## src/rtl/dmem_arb_pkg.sv

```systemverilog
// rtl/dmem_arb_pkg.sv - shared types and constants for the data-memory arbiter
package dmem_arb_pkg;

    localparam int ARB_CNT_W  = 4;
    localparam int MEM_ADDR_W = 10;
    localparam int MEM_DATA_W = 32;

    typedef enum logic [1:0] {
        S_IDLE,
        S_CPU,
        S_EXT
    } arb_state_e;

    // One memory access as presented by a requester or by the mux; sized by
    // the package widths, so the top's width parameters must match them.
    typedef struct packed {
        logic                  we;
        logic [MEM_ADDR_W-1:0] addr;
        logic [MEM_DATA_W-1:0] wdata;
    } mem_req_t;

endpackage

```

## src/rtl/dmem_arb_starve_cnt.sv

```systemverilog
// rtl/dmem_arb_starve_cnt.sv - saturating EXT wait counter that raises the forced-grant flag
module dmem_arb_starve_cnt
    import dmem_arb_pkg::*;
#(
    parameter int MAX_WAIT = 4
) (
    input  logic                 clk,
    input  logic                 reset_b,
    input  logic                 ext_req,
    input  logic                 ext_gnt,
    output logic [ARB_CNT_W-1:0] wait_cnt,
    output logic                 force_ext
);

    localparam logic [ARB_CNT_W-1:0] MAX_CNT = ARB_CNT_W'(MAX_WAIT);

    assign force_ext = ext_req & (wait_cnt == MAX_CNT);

    // A dropped request starts the count over, so only consecutive denials count.
    always_ff @(posedge clk or negedge reset_b) begin
        if (!reset_b) begin
            wait_cnt <= '0;
        end else if (!ext_req || ext_gnt) begin
            wait_cnt <= '0;
        end else if (wait_cnt != MAX_CNT) begin
            wait_cnt <= wait_cnt + 1'b1;
        end
    end

endmodule

```

## src/rtl/dmem_arbiter.sv

```systemverilog
// rtl/dmem_arbiter.sv - CPU-priority dmem arbiter with EXT anti-starvation; optional DMEM_ARB_STATS_EN counters
module dmem_arbiter
    import dmem_arb_pkg::*;
#(
    parameter int DMEM_ADDR_WIDTH = MEM_ADDR_W,
    parameter int DATA_WIDTH      = MEM_DATA_W,
    parameter int MAX_WAIT        = 4
) (
    input  logic                       clk,
    input  logic                       reset_b,
    input  logic                       cpu_req,
    input  logic                       cpu_we,
    input  logic [DMEM_ADDR_WIDTH-1:0] cpu_addr,
    input  logic [DATA_WIDTH-1:0]      cpu_wdata,
    output logic [DATA_WIDTH-1:0]      cpu_rdata,
    output logic                       cpu_stall,
    input  logic                       ext_req,
    input  logic                       ext_we,
    input  logic [DMEM_ADDR_WIDTH-1:0] ext_addr,
    input  logic [DATA_WIDTH-1:0]      ext_wdata,
    output logic                       ext_gnt,
    output logic                       ext_rvalid,
    output logic [DATA_WIDTH-1:0]      ext_rdata,
    output logic [DMEM_ADDR_WIDTH-1:0] mem_addr,
    output logic [DATA_WIDTH-1:0]      mem_din,
    output logic                       mem_read,
    output logic                       mem_write,
    input  logic [DATA_WIDTH-1:0]      mem_dout
`ifdef DMEM_ARB_STATS_EN
    ,
    output logic [15:0]                stat_stall_cnt,
    output logic [15:0]                stat_ext_cnt
`endif
);

    arb_state_e           state;
    arb_state_e           state_nxt;
    mem_req_t             cpu_r;
    mem_req_t             ext_r;
    mem_req_t             mux;
    logic                 force_ext;
    logic                 cpu_grant;
    logic                 ext_grant;
    logic                 ext_rd_q;
    logic [ARB_CNT_W-1:0] wait_cnt;

    assign cpu_r = '{we: cpu_we, addr: cpu_addr, wdata: cpu_wdata};
    assign ext_r = '{we: ext_we, addr: ext_addr, wdata: ext_wdata};

    dmem_arb_starve_cnt #(
        .MAX_WAIT (MAX_WAIT)
    ) u_starve (
        .clk       (clk),
        .reset_b   (reset_b),
        .ext_req   (ext_req),
        .ext_gnt   (ext_grant),
        .wait_cnt  (wait_cnt),
        .force_ext (force_ext)
    );

    // The two grants are mutually exclusive: EXT only wins when the CPU is idle or forced out.
    always_comb begin
        ext_grant = ext_req & (~cpu_req | force_ext);
        cpu_grant = cpu_req & ~force_ext;
        mux       = cpu_r;
        mem_read  = 1'b0;
        mem_write = 1'b0;
        state_nxt = S_IDLE;
        if (ext_grant) begin
            mux       = ext_r;
            state_nxt = S_EXT;
        end else if (cpu_grant) begin
            state_nxt = S_CPU;
        end
        if (ext_grant || cpu_grant) begin
            mem_read  = ~mux.we;
            mem_write = mux.we;
        end
    end

    assign mem_addr   = mux.addr;
    assign mem_din    = mux.wdata;
    assign cpu_rdata  = mem_dout;
    assign cpu_stall  = cpu_req & force_ext;
    assign ext_gnt    = ext_grant;
    assign ext_rvalid = (state == S_EXT) & ext_rd_q;

    always_ff @(posedge clk or negedge reset_b) begin
        if (!reset_b) begin
            state    <= S_IDLE;
            ext_rd_q <= 1'b0;
        end else begin
            state    <= state_nxt;
            ext_rd_q <= ext_grant & ~ext_we;
        end
    end

    // Read data is captured only on EXT read grants and otherwise held.
    always_ff @(posedge clk or negedge reset_b) begin
        if (!reset_b) begin
            ext_rdata <= '0;
        end else if (ext_grant && !ext_we) begin
            ext_rdata <= mem_dout;
        end
    end

`ifdef DMEM_ARB_STATS_EN
    always_ff @(posedge clk or negedge reset_b) begin
        if (!reset_b) begin
            stat_stall_cnt <= '0;
            stat_ext_cnt   <= '0;
        end else begin
            if (cpu_stall && (stat_stall_cnt != 16'hFFFF)) begin
                stat_stall_cnt <= stat_stall_cnt + 16'd1;
            end
            if (ext_grant && (stat_ext_cnt != 16'hFFFF)) begin
                stat_ext_cnt <= stat_ext_cnt + 16'd1;
            end
        end
    end
`endif

endmodule

```

## config.mk

```make
export PLATFORM = sky130hd
export DESIGN_NAME = dmem_arbiter
export DESIGN_NICKNAME = d
export VERILOG_FILES = /design/src/rtl/dmem_arb_pkg.sv /design/src/rtl/dmem_arb_starve_cnt.sv /design/src/rtl/dmem_arbiter.sv
export SDC_FILE = /design/constraint.sdc
export NUM_CORES = 1
export LEC_CHECK = 0
export CAP_MARGIN = 20
export CORE_ASPECT_RATIO = 0.8
export CORE_MARGIN = 2
export CORE_UTILIZATION = 32
export CTS_BUF_LIST = sky130_fd_sc_hd__clkbuf_4 sky130_fd_sc_hd__clkbuf_8 sky130_fd_sc_hd__clkbuf_16
export DETAILED_ROUTE_END_ITERATION = 7
export PLACE_DENSITY = 0.84
export SLEW_MARGIN = 20
export SYNTH_ARGS = -nofsm -noshare
export SYNTH_HDL_FRONTEND = slang
export SYNTH_SLANG_ARGS = --single-unit
```

## constraint.sdc

```tcl
create_clock -name clk -period 5.6 [get_ports clk]
set_input_delay 1.12 -clock clk [delete_from_list [all_inputs] [get_ports clk]]
set_output_delay 1.12 -clock clk [all_outputs]
set_load 0.01 [all_outputs]
```

==> reports/qor.txt <==
outcome -> finished, final reports clean
vias in the first global route -> 2118
Lkg Pwr -> 0.00184 uW
via density per instance -> 4.41
RSZ-0062 raised after global routing -> no
ratio of cells with drive above 1 in the final layout -> 22.4%
Fmax -> 219 MHz
critical path required time -> 4480 ps
Port Buffers -> 232
Seq pwr share -> 36.7%
Worst setup EP type -> output pin
TritonRoute pass-1 iters -> 4
prevailing post-synth register cell -> dfrtp_1
RR Startpoint -> u_starve.wait_cnt[0]$_DFFE_PN0P_
fin crit period -> 4570 ps
sw frac -> 25.3%
ANT nets after route -> 0
Critical Path Start -> cpu_req
Overall Global Routing Usage -> 18.7%
hold slack -> 485 ps
hold crit path type -> reg2reg
most used cell, CP -> clkdlybuf4s50_1
Hold Buf Count CTS -> 0
Max Cap Viol -> 0
largest net degree at the start of global routing -> 40
n_diodes -> 0
Longest Clk Path Bufs -> 2
Chip Height -> 79.8 um
Async S/R FF share, synth -> 100%
R2R Setup Slk -> 3650 ps
combinational share of power -> 41.5%
Seq/Total Area, Yosys -> 42.5%
number of synthesized flops with an enable pin -> 0
final setup violating endpoints -> 0
Int Pwr -> 708 uW
crit path max fanout -> 29
Ports -> 233
Hold Vio Cnt, Final -> 0
Worst Setup EP -> mem_din[6]
R2R depth -> 6
core area -> 6930 um2
Area growth syn-to-layout -> 98.9%
row count -> 27
Clock transition at path regs -> 70 ps
area post-placement -> 4460 um2
CTS buffer count -> 5
final period utilization -> 81.6%
Die ar. -> 7870 um2
worst-path cell chain -> clkdlybuf4s50_1 -> inv_1 -> o21ai_4 -> buf_12 -> mux2_2 -> clkdlybuf4s50_1
Fill cells -> 556
P per Cell Area -> 208 nW/um2
PostCTS Resize Cnt -> 0
Setup CP Type -> in2out
Avg WL per Cell -> 17.0 um
Synth Cell Area -> 2300 um2
H-tree levels -> 2
CTS tree -> built
top-area cell type share of the netlist area -> 42.5%
Initial Util -> 33.2%
post-synthesis register bit count -> 39
Syn Inst Count -> 181
hold path cells -> 1
max-slew violations -> 0
Critical Path Source Type -> input pin
DR DRC count -> 0
initial antenna violation count -> 0
synth warn -> 0
clk sinks -> 39
worst skew pair latency -> 280 ps
first-pass GRT wire length -> 11.4 mm
Netlist cell types -> 21
Fin Setup TNS -> 0 ps
Slew HR -> 43.4%
design area -> 4570 um2
routed via count -> 2075
Root Buffer -> clkbuf_8
1st-iter DRT viols -> 27
biggest area consumer among synthesized cells -> dfrtp_1
Nets -> 507
CP peak stage delay -> 580 ps
Routability Congestion -> 0.720
post-route insts no fill -> 471
CP max stage cell -> clkdlybuf4s50_1
Final HPWL DP -> 6.61 mm
clock share of power -> 21.7%
Data arrival, critical path -> 3450 ps
maximum vdd drop -> 0.165 mV
Post-CTS Setup Bufs -> 0
Syn Nets -> 305
Avg Cell Area, Syn -> 12.7 um2
Slew @ Worst Pin -> 849 ps
Inst Count DP -> 463
clk_skew -> 2.72 ps
Synth area leaders -> dfrtp_1, mux2_2, buf_4
Die W -> 98.7 um
Psw -> 239 uW
GRT Residual Overflow -> 0
Reg-to-Reg End -> ext_rdata[20]$_DFFE_PN0P_
WL final -> 8.00 mm
[metal layers]
| metal | wire length, um | GRT usage [%] | up-vias |
|---|---|---|---|
| met5 | 0 | 0 | - |
| met4 | 141 | 5.48 | 0 |
| met3 | 585 | 5.87 | 11 |
| met2 | 4040 | 31.3 | 99 |
| met1 | 3230 | 23.4 | 966 |
| li1 | - | - | 999 |
[cells by family after synthesis]
group	Yosys count	share of synthesized area, %
buffers and inverters	47	14.1
AOI/OAI and AO/OA	6	2.34
muxes	74	36.3
and+or+nand+nor	11	2.89
adders and majority gates	2	1.09
xor gates and xnor gates	2	0.763
DFF	39	42.5
[worst min-delay path by stage]
stage | startpoint | end | slack (ps)
floorplan | u_starve.wait_cnt[0]$_DFFE_PN0P_ | u_starve.wait_cnt[0]$_DFFE_PN0P_ | 450
global placement | u_starve.wait_cnt[0]$_DFFE_PN0P_ | u_starve.wait_cnt[0]$_DFFE_PN0P_ | 470
detailed placement | ext_rdata[8]$_DFFE_PN0P_ | ext_rdata[8]$_DFFE_PN0P_ | 470
CTS | ext_rdata[8]$_DFFE_PN0P_ | ext_rdata[8]$_DFFE_PN0P_ | 490
global route | ext_rdata[8]$_DFFE_PN0P_ | ext_rdata[8]$_DFFE_PN0P_ | 500
finish | ext_rdata[7]$_DFFE_PN0P_ | ext_rdata[7]$_DFFE_PN0P_ | 480
[power by group through the flow]
stage	clock (uW)	combinational, uW	sequential (uW)
final	206	394	348
after global routing	229	416	354
after CTS	216	399	349
after detailed placement	0	396	354
after global placement	0	392	352
after floorplan	0	120	375
[area by class of cell]
| cell class | instances | area [um2] | area share [%] |
|---|---|---|---|
| Clock buffer | 8 | 104 | 2.27 |
| Inverter | 8 | 30.0 | 0.658 |
| Multi-Input combinational cell | 95 | 1000 | 22.0 |
| Sequential cell | 39 | 976 | 21.4 |
| Tap cell | 87 | 109 | 2.38 |
| Timing Repair Buffer | 234 | 2340 | 51.3 |
[flip-flops by register name (all words and copies together), names as in the netlist]
register	flops
u_starve.wait_cnt	4
ext_rdata	32
ext_rd_q	1
state	2
[Yosys cell counts (2+ instances only)]
cell type	count
mux2_2	72
buf_4	32
nand3_1	2
buf_6	3
o21ai_0	2
ha_1	2
buf_2	4
inv_1	8
mux2_1	2
nor2_1	5
dfrtp_1	39
[stage by stage]
| step | worst slack (ps) | util (%) | total power (uW) |
|---|---|---|---|
| after global placement | 1080 | 64.4 | 744 |
| after floorplan | 2450 | - | 495 |
| after global routing | 947 | 65.9 | 999 |
| after CTS | 1040 | 65.9 | 963 |
| final | 1030 | 65.9 | 948 |
| after detailed placement | 1050 | 64.4 | 750 |
[placed cells by master, fill, tap and decap left out]
master / synthesis / final
a211oi_4: 1 / 1
o21ai_4: 0 / 1
nand3b_4: 1 / 1
mux2_2: 72 / 72
buf_12: 0 / 1
nand2_1: 1 / 1
clkbuf_4: 0 / 1
nand3_1: 2 / 2
buf_2: 4 / 1
dfrtp_1: 39 / 39
clkbuf_8: 0 / 7
inv_1: 8 / 8
xnor2_1: 1 / 1
o211ai_1: 1 / 1
xor2_1: 1 / 1
o21ai_0: 2 / 2
buf_4: 32 / 1
nor2_1: 5 / 5
o21bai_1: 1 / 1
and3b_1: 1 / 1
nor3_1: 1 / 1
ha_1: 2 / 2
clkdlybuf4s50_1: 0 / 231
mux2_1: 2 / 2
[critical path, delay by kind of cell]
family	cells	cell delay (ps)
compound gates	1	470
buf+inv	4	1480
mux	1	370
Note: power is estimated with default switching activity, not from simulation.
==> RTL edit (config.mk and constraints unchanged) <==
Set the package constant `MEM_DATA_W` to 36 (it was 32).
--- a/src/rtl/dmem_arb_pkg.sv
+++ b/src/rtl/dmem_arb_pkg.sv
@@ -3,7 +3,7 @@
 
     localparam int ARB_CNT_W  = 4;
     localparam int MEM_ADDR_W = 10;
-    localparam int MEM_DATA_W = 32;
+    localparam int MEM_DATA_W = 36;
 
     typedef enum logic [1:0] {
         S_IDLE,
Ports: changed (6 resized); port bits go from 233 to 257. No check against the original RTL was run, so the function may have changed too.
==> RTL edit against the unedited design <==
  * Sequential share of layout area is 0.26 points lower
  * Global-route usage is 1.8 points higher
  * Total power is 10% higher
  * Synthesized cell count is 9.9% higher
  * Utilization is 1.8 points lower
  * Sequential cell count is 4 higher
  * Cell count is 12% higher
  * Worst setup slack better by 0.044 ns
  * Clock power is 2% lower
  * Cell area is 12% higher
  * Sequential power is 11% higher
  * Wire length is 20% higher
  * Synthesized area is 15% higher
==> RTL edit: results (changes against the unedited design) <==
- The number of antenna repair diodes is 0 (unchanged).
- The first-pass GRT wire length came to 14200 µm (+24%).
- In the synthesized netlist, the cells that appear most often are 62 x sky130_fd_sc_hd__mux2_2, 43 x sky130_fd_sc_hd__dfrtp_1, 37 x sky130_fd_sc_hd__buf_4.
- The run finished with clean final reports.
- The number of distinct library cells after synthesis is 22 (+4.8%).
- The total vias in the final route is 2270 (+9.4%).
- The maximum number of pins on one net before global-route repair is 44 (+10%).
- At the later pin of the worst-skew pair, clock insertion delay measures 0.29 ns.
- The buffer type at the clock tree root is sky130_fd_sc_hd__clkbuf_8.
- The number of nets in the synthesized netlist was 335 (+9.8%).
- The fraction of layout cells with a size suffix above 1 is 0.230 (+0.00645).
- The peak supply drop was 0.000161 V (-2.1%).
- The hold-critical path depth is 1 (unchanged).
- The worst-margin pin slew is 0.581 ns (-0.268 ns).
- The proportion of register bits with asynchronous set or reset after synthesis is 1.00 (unchanged).
- The largest individual stage delay along the critical path comes from the cell sky130_fd_sc_hd__clkdlybuf4s50_1.
- The reg-to-reg endpoint is ext_rdata[33]$_DFFE_PN0P_.
- The number of design-rule violations left by the first detailed-router iteration is 56 (+110%).
- The placer's final routability congestion estimate is 0.849 (+18%).
- The worst-path maximum fanout came to 16 (-45%).
- The number of nets in the layout is 556 (+9.7%).
- The sequential-to-total area share from yosys stat is 0.408 (-0.0167).
- In this run the most critical hold path is launched from u_starve.wait_cnt[0]$_DFFE_PN0P_.
- The via count of the first global-routing pass is 2472 (+17%).
- The post-placement cell area is 5000 µm² (+12%).
- The detail-routed net length per standard cell is 18.2 µm (+7.1%).
- The HPWL after detailed placement came to 8000 µm (+21%).
- By area the synthesized netlist is led by sky130_fd_sc_hd__dfrtp_1 41%, sky130_fd_sc_hd__mux2_2 26%, sky130_fd_sc_hd__mux2_4 11%.
- The static power due to leakage is 2.07 nW (+13%).
- The port buffer count was 256 (+10%).
- The path with the worst hold slack has its endpoint at u_starve.wait_cnt[0]$_DFFE_PN0P_.
- The post-CTS setup repair buffer count is 0 (unchanged).
- The data arrival time of the worst path came to 3.41 ns (-0.04 ns).
- The total number of yosys warnings is 0 (unchanged).
- The buffer levels on the longest clock path is 2 (unchanged).
- The clock tree skew after final layout is 0.00385 ns (+0.00112 ns).
- After clock tree synthesis, the clock-pin slew on the worst setup and hold paths is 0.08 ns.
- The slack of the worst reg-to-reg path was 3.48 ns (-0.17 ns).
- The total global-route track usage was 0.205 (+0.0175).
- In the final layout, the registers with the most flip-flops are ext_rdata x36, u_starve.wait_cnt x4, state x2.
- The length in cells of the worst reg-to-reg path is 6 (unchanged).
==> RTL edit: cell count changes after synthesis, sizes merged <==
cell   delta
mux2      +8
buf       +6
dfrtp     +4
==> RTL edit: how the worst max path moves through the flow <==
stage | cells after the start | end | from | slack (ns)
4_1_cts | 6 | mem_addr[5] | cpu_req | 1.08
2_1_floorplan | 5 | mem_addr[0] | cpu_req | 2.49
5_1_grt | 6 | mem_din[31] | cpu_req | 0.97
6_report | 6 | mem_addr[5] | cpu_req | 1.07
3_5_place_dp | 6 | mem_addr[5] | cpu_req | 1.08
3_3_place_gp | 6 | mem_din[28] | cpu_req | 1.15
==> RTL edit: cells by family after synthesis <==
family / share of synthesized area
simple gates: 0.0252
xor+xnor: 0.00665
buf+inv: 0.155
flops: 0.408
compound gates: 0.0161
mux: 0.379
fa+ha+maj: 0.00950
==> RTL edit: stage by stage <==
step | std cells | setup WS [ns] | hold WS, ns
after floorplan | 199 | 2.49 | 0.454
after global placement | 521 | 1.15 | 0.470
after detailed placement | 521 | 1.08 | 0.487
after CTS | 529 | 1.08 | 0.507
after global routing | 529 | 0.966 | 0.528
final | 529 | 1.07 | 0.503
==> RTL edit: layer usage <==
layer	global-route usage	share of wire	vias up	wire, µm
li1	-	-	1095	-
met1	0.257	0.41	1079	3910
met2	0.367	0.53	88	5120
met3	0.0453	0.049	8	475
met4	0.0339	0.011	0	110
met5	0	0	-	0
==> RTL edit: worst reg2reg max path, stage by stage, from the launching register on <==
cell,delay (ns)
sky130_fd_sc_hd__dfrtp_1,0.42
sky130_fd_sc_hd__inv_1,0.07
sky130_fd_sc_hd__ha_1,0.20
sky130_fd_sc_hd__nand3b_4,0.12
sky130_fd_sc_hd__a211oi_4,0.26
sky130_fd_sc_hd__buf_4,0.53
sky130_fd_sc_hd__mux2_2,0.42
==> RTL edit: area by class of cell <==
cell class | count | area [µm²]
multi-input combinational | 103 | 1170
clock buffer | 5 | 68.8
sequential | 43 | 1080
timing repair buffer | 259 | 2590
inverter | 8 | 30.0
clock inverter | 3 | 23.8
tap | 108 | 135
fill | 629 | 2850
==> RTL edit: power by group <==
| group | leakage, nW | internal [mW] | switching, mW |
|---|---|---|---|
| Combinational | 1.51 | 0.310 | 0.148 |
| Clock | 0.0408 | 0.0892 | 0.112 |
| Sequential | 0.519 | 0.361 | 0.0265 |
